===== config.mk =====
export PLATFORM = sky130hd
export DESIGN_NAME = tg_flow_sched
export DESIGN_NICKNAME = d
export VERILOG_FILES = /design/src/rtl/tg_pkg.sv /design/src/rtl/tg_rr_arbiter.sv /design/src/rtl/tg_flow_sched.sv
export SDC_FILE = /design/constraint.sdc
export NUM_CORES = 1
export LEC_CHECK = 0
export ABC_AREA = 1
export CORE_MARGIN = 8
export CORE_UTILIZATION = 40
export DETAILED_ROUTE_END_ITERATION = 10
export PLACE_DENSITY_LB_ADDON = 0.25
export SLEW_MARGIN = 15
export SYNTH_ARGS = -nofsm -noshare
export SYNTH_HDL_FRONTEND = slang
export SYNTH_SLANG_ARGS = --single-unit

===== constraint.sdc =====
create_clock -name user_clk -period 8.9 [get_ports user_clk]
set_input_delay 2.67 -clock user_clk [delete_from_list [all_inputs] [get_ports user_clk]]
set_output_delay 2.67 -clock user_clk [all_outputs]
set_load 0.01 [all_outputs]

===== src/rtl/tg_pkg.sv =====
// Shared types and constants for the traffic-generator flow scheduler.
// Credits are fixed point with CREDIT_FRAC fractional bits (1/256 byte units).
package tg_pkg;

  localparam int CREDIT_FRAC   = 8;
  localparam int MAX_ETH_FRAME = 1500;
  localparam int ETH_OVERHEAD  = 18;

  typedef enum logic [1:0] {
    ST_IDLE  = 2'd0,
    ST_ARB   = 2'd1,
    ST_GRANT = 2'd2
  } tg_state_e;

endpackage


===== src/rtl/tg_rr_arbiter.sv =====
// Combinational round-robin pick: scans from ptr_i+1 upward with wrap and
// returns the first eligible flow as a one-hot vector plus its index.
module tg_rr_arbiter #(
  parameter int N   = 4,
  parameter int IDW = (N > 1) ? $clog2(N) : 1
) (
  input  logic [N-1:0]   elig_i,
  input  logic [IDW-1:0] ptr_i,
  output logic [N-1:0]   gnt_o,
  output logic [IDW-1:0] idx_o,
  output logic           any_o
);

  logic [IDW-1:0] cand;

  always_comb begin
    gnt_o = '0;
    idx_o = '0;
    any_o = 1'b0;
    cand  = '0;
    for (int k = 1; k <= N; k++) begin
      cand = IDW'((int'(ptr_i) + k) % N);
      if (!any_o && elig_i[cand]) begin
        any_o        = 1'b1;
        gnt_o[cand]  = 1'b1;
        idx_o        = cand;
      end
    end
  end

endmodule


===== src/rtl/tg_flow_sched.sv =====
// Credit-based scheduler granting one traffic-generator flow at a time onto
// a shared C2H stream; a grant lasts from the ARB decision until frame_done.
module tg_flow_sched
  import tg_pkg::*;
#(
  parameter  int NUM_FLOWS   = 4,
  parameter  int BURST_BYTES = 3000,
  parameter  int CREDIT_W    = 32,
  localparam int IDW         = (NUM_FLOWS > 1) ? $clog2(NUM_FLOWS) : 1
) (
  input  logic                    user_clk,
  input  logic                    user_resetn,
  input  logic                    enable,
  input  logic [NUM_FLOWS-1:0]    flow_en,
  input  logic [NUM_FLOWS*16-1:0] rate_inc,
  input  logic [NUM_FLOWS*16-1:0] frame_len,
  input  logic [NUM_FLOWS-1:0]    req,
  input  logic                    frame_done,
  output logic [NUM_FLOWS-1:0]    gnt,
  output logic [IDW-1:0]          gnt_id,
  output logic                    gnt_valid,
  output logic [31:0]             frame_cnt,
  output logic [NUM_FLOWS-1:0]    cfg_err,
  output logic                    proto_err,
  output tg_state_e               dbg_state
);

  // Handshake: a flow raises req when a frame is ready; gnt/gnt_valid hold
  // from the cycle after the ARB pick until the cycle after frame_done, which
  // the granted generator pulses on its last beat. req is not sampled again
  // until the next ARB pick, so dropping it mid-frame has no effect.

  localparam logic [CREDIT_W:0] CAP       = (CREDIT_W+1)'(BURST_BYTES) << CREDIT_FRAC;
  localparam logic [15:0]       BURST_LEN = 16'(BURST_BYTES);

  tg_state_e             state_q, state_d;
  logic [CREDIT_W-1:0]   credit_q [NUM_FLOWS];
  logic [CREDIT_W-1:0]   credit_d [NUM_FLOWS];
  logic [NUM_FLOWS-1:0]  gnt_q;
  logic [IDW-1:0]        gnt_id_q;
  logic                  gnt_valid_q;
  logic [31:0]           frame_cnt_q;
  logic                  proto_err_q;
  logic [IDW-1:0]        rr_ptr_q;

  logic [NUM_FLOWS-1:0]  elig;
  logic [NUM_FLOWS-1:0]  arb_gnt;
  logic [IDW-1:0]        arb_idx;
  logic                  arb_any;
  logic                  take_grant;
  logic [CREDIT_W:0]     len_fx [NUM_FLOWS];

  always_comb begin
    cfg_err = '0;
    elig    = '0;
    for (int i = 0; i < NUM_FLOWS; i++) begin
      len_fx[i]  = (CREDIT_W+1)'(frame_len[i*16 +: 16]) << CREDIT_FRAC;
      cfg_err[i] = (frame_len[i*16 +: 16] == 16'd0) || (frame_len[i*16 +: 16] > BURST_LEN);
      elig[i]    = req[i] & flow_en[i] & ~cfg_err[i] & ({1'b0, credit_q[i]} >= len_fx[i]);
    end
  end

  tg_rr_arbiter #(.N(NUM_FLOWS), .IDW(IDW)) u_arb (
    .elig_i (elig),
    .ptr_i  (rr_ptr_q),
    .gnt_o  (arb_gnt),
    .idx_o  (arb_idx),
    .any_o  (arb_any)
  );

  assign take_grant = (state_q == ST_ARB) && enable && arb_any;

  // Increment and deduction land in the same cycle; the sum is one bit wider
  // than the counter so the clamp to CAP sees any overflow instead of a wrap.
  always_comb begin
    logic [CREDIT_W:0] sum;
    sum = '0;
    for (int i = 0; i < NUM_FLOWS; i++) begin
      sum = {1'b0, credit_q[i]} + (CREDIT_W+1)'(rate_inc[i*16 +: 16]);
      if (take_grant && arb_gnt[i]) sum = sum - len_fx[i];
      credit_d[i] = (sum > CAP) ? CAP[CREDIT_W-1:0] : sum[CREDIT_W-1:0];
      if (!flow_en[i]) credit_d[i] = '0;
    end
  end

  always_comb begin
    state_d = state_q;
    case (state_q)
      ST_IDLE:  if (enable) state_d = ST_ARB;
      ST_ARB: begin
        if (!enable)     state_d = ST_IDLE;
        else if (arb_any) state_d = ST_GRANT;
      end
      ST_GRANT: if (frame_done) state_d = enable ? ST_ARB : ST_IDLE;
      default:  state_d = ST_IDLE;
    endcase
  end

  always_ff @(posedge user_clk or negedge user_resetn) begin
    if (!user_resetn) begin
      state_q     <= ST_IDLE;
      gnt_q       <= '0;
      gnt_id_q    <= '0;
      gnt_valid_q <= 1'b0;
      frame_cnt_q <= '0;
      proto_err_q <= 1'b0;
      rr_ptr_q    <= IDW'(NUM_FLOWS - 1);
      for (int i = 0; i < NUM_FLOWS; i++) credit_q[i] <= '0;
    end else begin
      state_q <= state_d;
      for (int i = 0; i < NUM_FLOWS; i++) credit_q[i] <= credit_d[i];
      if (take_grant) begin
        gnt_q       <= arb_gnt;
        gnt_id_q    <= arb_idx;
        gnt_valid_q <= 1'b1;
        rr_ptr_q    <= arb_idx;
      end else if ((state_q == ST_GRANT) && frame_done) begin
        gnt_q       <= '0;
        gnt_valid_q <= 1'b0;
        frame_cnt_q <= frame_cnt_q + 32'd1;
      end
      if (frame_done && (state_q != ST_GRANT)) proto_err_q <= 1'b1;
    end
  end

  assign gnt       = gnt_q;
  assign gnt_id    = gnt_id_q;
  assign gnt_valid = gnt_valid_q;
  assign frame_cnt = frame_cnt_q;
  assign proto_err = proto_err_q;
  assign dbg_state = state_q;

endmodule

==> results.tsv, run 1 <==
metric	value	unit
crit_slowest_cell	clkdlybuf4s50_1	
syn2layout_area_growth	16.3	%
cts_tree	yes	
wl_met3	4020	um
coreArea	50300	um^2
max-slew-margin-rel	0.465	
seqCellArea	4310	um^2
antenna_found_initial	2	
topRoutingLayerUsed	met5	
synthCells	3216	
clkTransAtPathRegs	0.08	ns
seq_area_frac_synth	0.211	
cp_max_fo	13	
insertion_delay	0.50	ns
grt_use_total	0.214	
cp_top_family	simple AND/OR/NAND/NOR gates	
wl_met1	29600	um
ys_top_cells_by_area	dfrtp_1, nand2_1, ha_1	
die_area	58500	um^2
start_util	0.406	
final_cell_mix	nand2_1, inv_1, nor2_1	
cts.sinks	172	
worst_slack	1.13	ns
grt_pass1_wl	103000	um
cp_slowest_stage_delay	0.46	ns
first_pass_iters	5	
worst_setup_path_start_kind	input port	
fill_cells	5281	
timing.final.crit_share	0.873	
cts_hold_buf	0	
yosysWarnings	0	
synth_top_flop_cell	dfrtp_1	
cts-resized-gates	0	
rsz0062_at_grt	false	
rows	82	
post-cts-setup-buffers	0	
critPathBufInv	3	
powerDensity	119	nW/um^2
end_kind	flip-flop	
ant_nets	0	
post-route-min-period	7.77	ns
cp.required	9.32	ns
ioPinCount	186	
min_path_type	flip-flop to flip-flop	
drive_gt1_frac	0.0355	
die_y	242	um
viasPerCell	5.04	
drv_cap	0	
power	2.82	mW
crit_top_cell	nand2_1	
grt_pass1_vias	20000	
drv_slew	0	
drc	0	
skew	0.0183	ns
cts_root_buf	clkbuf_16	
hold_viol	0	
setup_viol	0	
async_reset_ff_frac	1.00	
cts_buffers	17	
syn_area_per_cell	6.34	um^2
multi_input_area	14400	um^2
clock.fmax	129	MHz
wl_per_cell	15.4	um
tightest_slew	0.801	ns
status	complete, no violations	
synth_edf_count	0	
synthDistinctLibCells	53	
portBuffers	185	
dpl.hpwl	52200	um
place.gp.congestion	0.948	
wl	63600	um
htree_levels	4	
grt_max_degree	61	
route.vias.total	20800	
setup_tns	0	ns
clockBufferDepth	2	
ir_drop	0.145	mV
crit_type	input port to flip-flop	
die_w	242	um
final_common_cell	nand2_1	
dr_wl_met2	28300	um
reg2reg_slack	3.40	ns
first_iter_violations	1336	
arrival	8.19	ns
ys_ff_latch	172	
synth.largest_area_cell	dfrtp_1	
fin_nets	3797	
grt_overflow_total	0	
dp_slack	0.664	ns
power.leakage	12.5	nW
yosysTopAreaCellShare	0.209	
synth_area	20400	um^2
==> through the flow <==
stage	area, um^2	instances	hold WS [ns]	util
floorplan	20600	3263	0.493	-
global placement	23100	4101	0.452	0.460
detailed placement	23100	4101	0.450	0.460
CTS	23700	4133	0.481	0.472
global route	23700	4134	0.503	0.472
finish	23700	4134	0.484	0.472
==> flip-flops by register name, summed over array words and instances (netlist names) <==
register / cells
proto_err: 1
frame_cnt: 32
credit_q: 128
gnt_id: 2
gnt: 4
gnt_valid: 1
rr_ptr_q: 2
dbg_state: 2
==> where the power goes <==
part           internal [mW]  switching [mW]
sequential             0.828          0.0543
clock                  0.400           0.396
combinational          0.417           0.723
total                   1.65            1.17
==> cells by family (layout without fill, tap and decap cells) <==
kind of cell	after synthesis	after routing	synth area share
and+or+nand+nor	1813	1813	0.384
buffers and inverters	475	673	0.0928
AOI/OAI and AO/OA	347	347	0.0957
adders and majority gates	209	209	0.131
xor gates and xnor gates	198	198	0.0850
DFF	172	172	0.211
other	1	49	0.000184
muxes	1	1	0.000552
==> layout make-up <==
cell class	instances	share of cell area
diodes	1	0.000105
clock buffers	17	0.0179
clock inverters	15	0.00728
inverters	445	0.0704
multi-input cells	2616	0.606
flip-flops and latches	172	0.181
well taps	672	0.0354
repair buffers	196	0.0817
==> routing by layer <==
| layer | up-vias | global-route usage |
|---|---|---|
| met5 | - | 0 |
| met4 | 2 | 0.0756 |
| met3 | 92 | 0.0483 |
| met2 | 567 | 0.344 |
| met1 | 9362 | 0.281 |
| li1 | 10800 | - |
==> Yosys cell counts (all sizes together), types with 10 or more instances <==
cell / n
a21oi: 178
nand3b: 36
o21ai: 89
o21bai: 11
a21o: 16
nor3: 58
nand3: 265
xor2: 133
a31oi: 12
buf: 30
nor4: 12
inv: 444
ha: 201
o211ai: 10
nor2: 408
nand4: 64
xnor2: 65
a21boi: 14
dfrtp: 170
nand2: 959
==> worst paths after layout <==
check | start | endpoint | cells past startpoint
setup / recovery | rate_inc[48] | credit_q[2]$_DFF_PN0_ | 29
hold / removal | proto_err$_DFFE_PN0P_ | proto_err$_DFFE_PN0P_ | 1
setup reg to reg | credit_q[2]$_DFF_PN0_ | credit_q[2]$_DFF_PN0_ | 26
hold reg to reg | proto_err$_DFFE_PN0P_ | proto_err$_DFFE_PN0P_ | 1
max in group asynchronous | user_resetn | credit_q[98]$_DFF_PN0_ | 2
min in group asynchronous | user_resetn | credit_q[3]$_DFF_PN0_ | 1
Power figures use the tool's default switching activity.
==> inputs of run 2 (changes only) <==
--- a/config.mk
+++ b/config.mk
@@ -5,7 +5,6 @@
 export SDC_FILE = /design/constraint.sdc
 export NUM_CORES = 1
 export LEC_CHECK = 0
-export ABC_AREA = 1
 export CORE_MARGIN = 8
 export CORE_UTILIZATION = 40
 export DETAILED_ROUTE_END_ITERATION = 10
==> run 2 against run 1 <==
  * Register-to-register slack got worse by 0.67 ns
  * Sequential share of layout area rose by 2.1 points
  * Global-route usage fell by 1.6 points
  * Sequential power fell by 3.9%
  * Synthesized cell count fell by 35%
  * Setup slack got worse by 0.67 ns
  * Worst hold slack got worse by 0.018 ns
  * Critical path type unchanged
  * Critical endpoint is now credit_q[13]$_DFF_PN0_
  * Largest power group is now sequential cells
  * Highest routed layer unchanged
==> results.tsv, run 2 <==
metric	value	unit	change
status	complete, no violations		
ir_drop	0.122	mV	-16%
rows	77		-6.1%
cts_root_buf	clkbuf_16		
timing.final.crit_share	0.949		+0.0753
start_util	0.405		-0.00113
crit_type	input port to flip-flop		
post-cts-setup-buffers	0		unchanged
yosys.cell_count.top_type	ha_1		
antenna_found_initial	1		-1
syn2layout_area_growth	19.0	%	
worst_setup_path_start_kind	input port		
end_kind	flip-flop		
synthCells	2103		-35%
tightest_slew	0.946	ns	+0.145 ns
ioPinCount	186		unchanged
cts_buffers	17		unchanged
place.gp.congestion	0.914		-3.6%
dpl.hpwl	41300	um	-21%
multi_input_area	13000	um^2	-9.6%
insertion_delay	0.45	ns	-0.05 ns
coreArea	44100	um^2	-12%
setup_tns	0	ns	unchanged
yosysTopAreaCellShare	0.238		+0.0297
cts_hold_buf	0		unchanged
drive_gt1_frac	0.0571		+0.0216
wl_per_cell	17.5	um	+14%
skew	0.0157	ns	-0.00256 ns
largest-register	credit_q		
cts.sinks	172		unchanged
final_common_cell	ha_1		
drc	0		unchanged
clockBufferDepth	2		unchanged
final_util	0.482		+0.00964
power.leakage	9.34	nW	-25%
timing.rr.start	credit_q[0]$_DFF_PN0_		
power	2.48	mW	-12%
grt_pass1_wl	84200	um	-19%
min_to	gnt_id[0]$_DFFE_PN0P_		
synth.largest_area_cell	dfrtp_1		
synth_area	17900	um^2	-12%
setup_viol	0		unchanged
reg2reg_slack	2.73	ns	-0.67 ns
min_path_type	flip-flop to flip-flop		
synthDistinctLibCells	102		+92%
synth_edf_count	0		unchanged
rsz0062_at_grt	false		
first_pass_iters	6		+1
synth_common_cells	ha_1, dfrtp_1, nand2_1		
portBuffers	185		unchanged
grt_max_degree	109		+79%
first_iter_violations	1059		-21%
post-route-min-period	8.44	ns	+0.670 ns
arrival	8.79	ns	+0.60 ns
n_antenna_cell	0		-1
cp_max_fo	20		+7
ys_ff_latch	172		unchanged
fill_cells	4371		-17%
grt_overflow_total	0		unchanged
async_reset_ff_frac	1.00		unchanged
cp.required	9.24	ns	-0.08 ns
hold_slack	0.466	ns	-0.0181 ns
yosysWarnings	0		unchanged
worst_slack	0.458	ns	-0.670 ns
final_cell_mix	ha_1, clkdlybuf4s50_1, dfrtp_1		
die_y	227	um	-6.0%
syn_area_per_cell	8.49	um^2	+34%
viasPerCell	5.68		+13%
synth_top_flop_cell	dfrtp_1		
route.vias.total	16700		-20%
r2r_cells	24		-7.7%
seq_area_frac_synth	0.241		+0.0301
htree_levels	4		unchanged
die_area	51700	um^2	-12%
wl	51500	um	-19%
die_w	227	um	-6.0%
fin_nets	2683		-29%
cts_tree	yes		
largest_reg_flops	128		unchanged
dp_slack	0.0542	ns	-0.610 ns
drv_slew	0		unchanged
min_delay_path_depth	2		+1
seqCellArea	4310	um^2	unchanged
ys_top_cells_by_area	dfrtp_1, ha_1, xnor2_1		
drv_cap	0		unchanged
max-slew-margin-rel	0.369		-0.0956
r2r-end	credit_q[13]$_DFF_PN0_		
powerDensity	117	nW/um^2	-1.6%
worstHoldStart	gnt_id[0]$_DFFE_PN0P_		
clkTransAtPathRegs	0.08	ns	about the same
grt_pass1_vias	16700		-16%
cts-resized-gates	0		unchanged
hold_viol	0		unchanged
grt_use_total	0.198		-0.0163
clock.fmax	118	MHz	-7.9%
ant_nets	0		unchanged
run 2: changes by cell type after synthesis, moves of 35 or more:
cell	change
o21a_1	+37
mux2i_1	+35
a21o_1	+42
xnor2_1	+44
nor2_1	-224
nand2_1	-794
nand3_1	-184
and3_1	+43
inv_1	-306
xor2_1	-66
a21oi_1	-44
run 2: metal layers:
layer,vias to the layer above,part of all wire,routed length [um],track usage
met2,438,0.46,23800,0.328
met5,-,0.00025,13,0
met3,80,0.049,2500,0.0343
met4,2,0.024,1260,0.0687
li1,8287,-,-,-
met1,7891,0.46,23900,0.258
run 2: area by class of cell:
| type | instances | share of cell area |
|---|---|---|
| clock buffers | 17 | 0.0200 |
| clock inverters | 15 | 0.00983 |
| inverters | 135 | 0.0238 |
| multi-input cells | 1795 | 0.612 |
| flip-flops and latches | 172 | 0.203 |
| well taps | 592 | 0.0348 |
| repair buffers | 213 | 0.0972 |
run 2: cells by family (layout without fill, tap and decap cells):
kind of cell,after synthesis,count (layout),synth area share
other,1,48,0.000210
buffers and inverters,183,380,0.0412
flip-flops,172,172,0.241
multiplexers,52,52,0.0310
adder cells (fa/ha/maj),209,209,0.150
XOR/XNOR,176,176,0.0863
AND/OR/NAND/NOR,712,712,0.219
AO/OA/AOI/OAI,598,598,0.232
run 2: worst max-delay path: stages:
cell and delay [ns]:
clkdlybuf4s50_1 0.46, ha_1 0.16, inv_1 0.05, fa_1 0.40, nor2b_1 0.13, o21a_1 0.13, o21ai_0 0.16, a21o_1 0.22
o21ai_0 0.33, xor2_1 0.30, ha_1 0.32, nor2b_1 0.14, o21ai_1 0.15, a21boi_1 0.12, o41a_1 0.39, o211ai_1 0.31
a21oi_1 0.12, o21ai_1 0.14, nand2b_1 0.13, or3_1 0.41, or3_1 0.37, a221oi_1 0.39, o211ai_1 0.17, buf_4 0.27
o31a_1 0.32
run 2: worst max path at each step:
| stage | slack [ns] | startpoint | endpoint |
|---|---|---|---|
| floorplan | 1.09 | rate_inc[32] | credit_q[44]$_DFF_PN0_ |
| global placement | 0.29 | rate_inc[0] | credit_q[105]$_DFF_PN0_ |
| detailed placement | 0.05 | rate_inc[0] | credit_q[105]$_DFF_PN0_ |
| CTS | 0.54 | rate_inc[0] | credit_q[105]$_DFF_PN0_ |
| global route | 0.10 | rate_inc[48] | credit_q[13]$_DFF_PN0_ |
| finish | 0.46 | rate_inc[48] | credit_q[13]$_DFF_PN0_ |
run 2: metrics by stage:
step	instances	instance area (um^2)
3_5_place_dp	2907	20600
6_report	2939	21300
2_1_floorplan	2150	18000
4_1_cts	2939	21300
5_1_grt	2939	21300
3_3_place_gp	2907	20600
run 2: power by group:
group / leakage (nW) / total, mW / switching (mW) / internal [mW]
registers: 2.21 / 0.849 / 0.0408 / 0.808
logic: 6.82 / 0.800 / 0.452 / 0.348
clock network: 0.307 / 0.835 / 0.359 / 0.476
total: 9.34 / 2.48 / 0.852 / 1.63
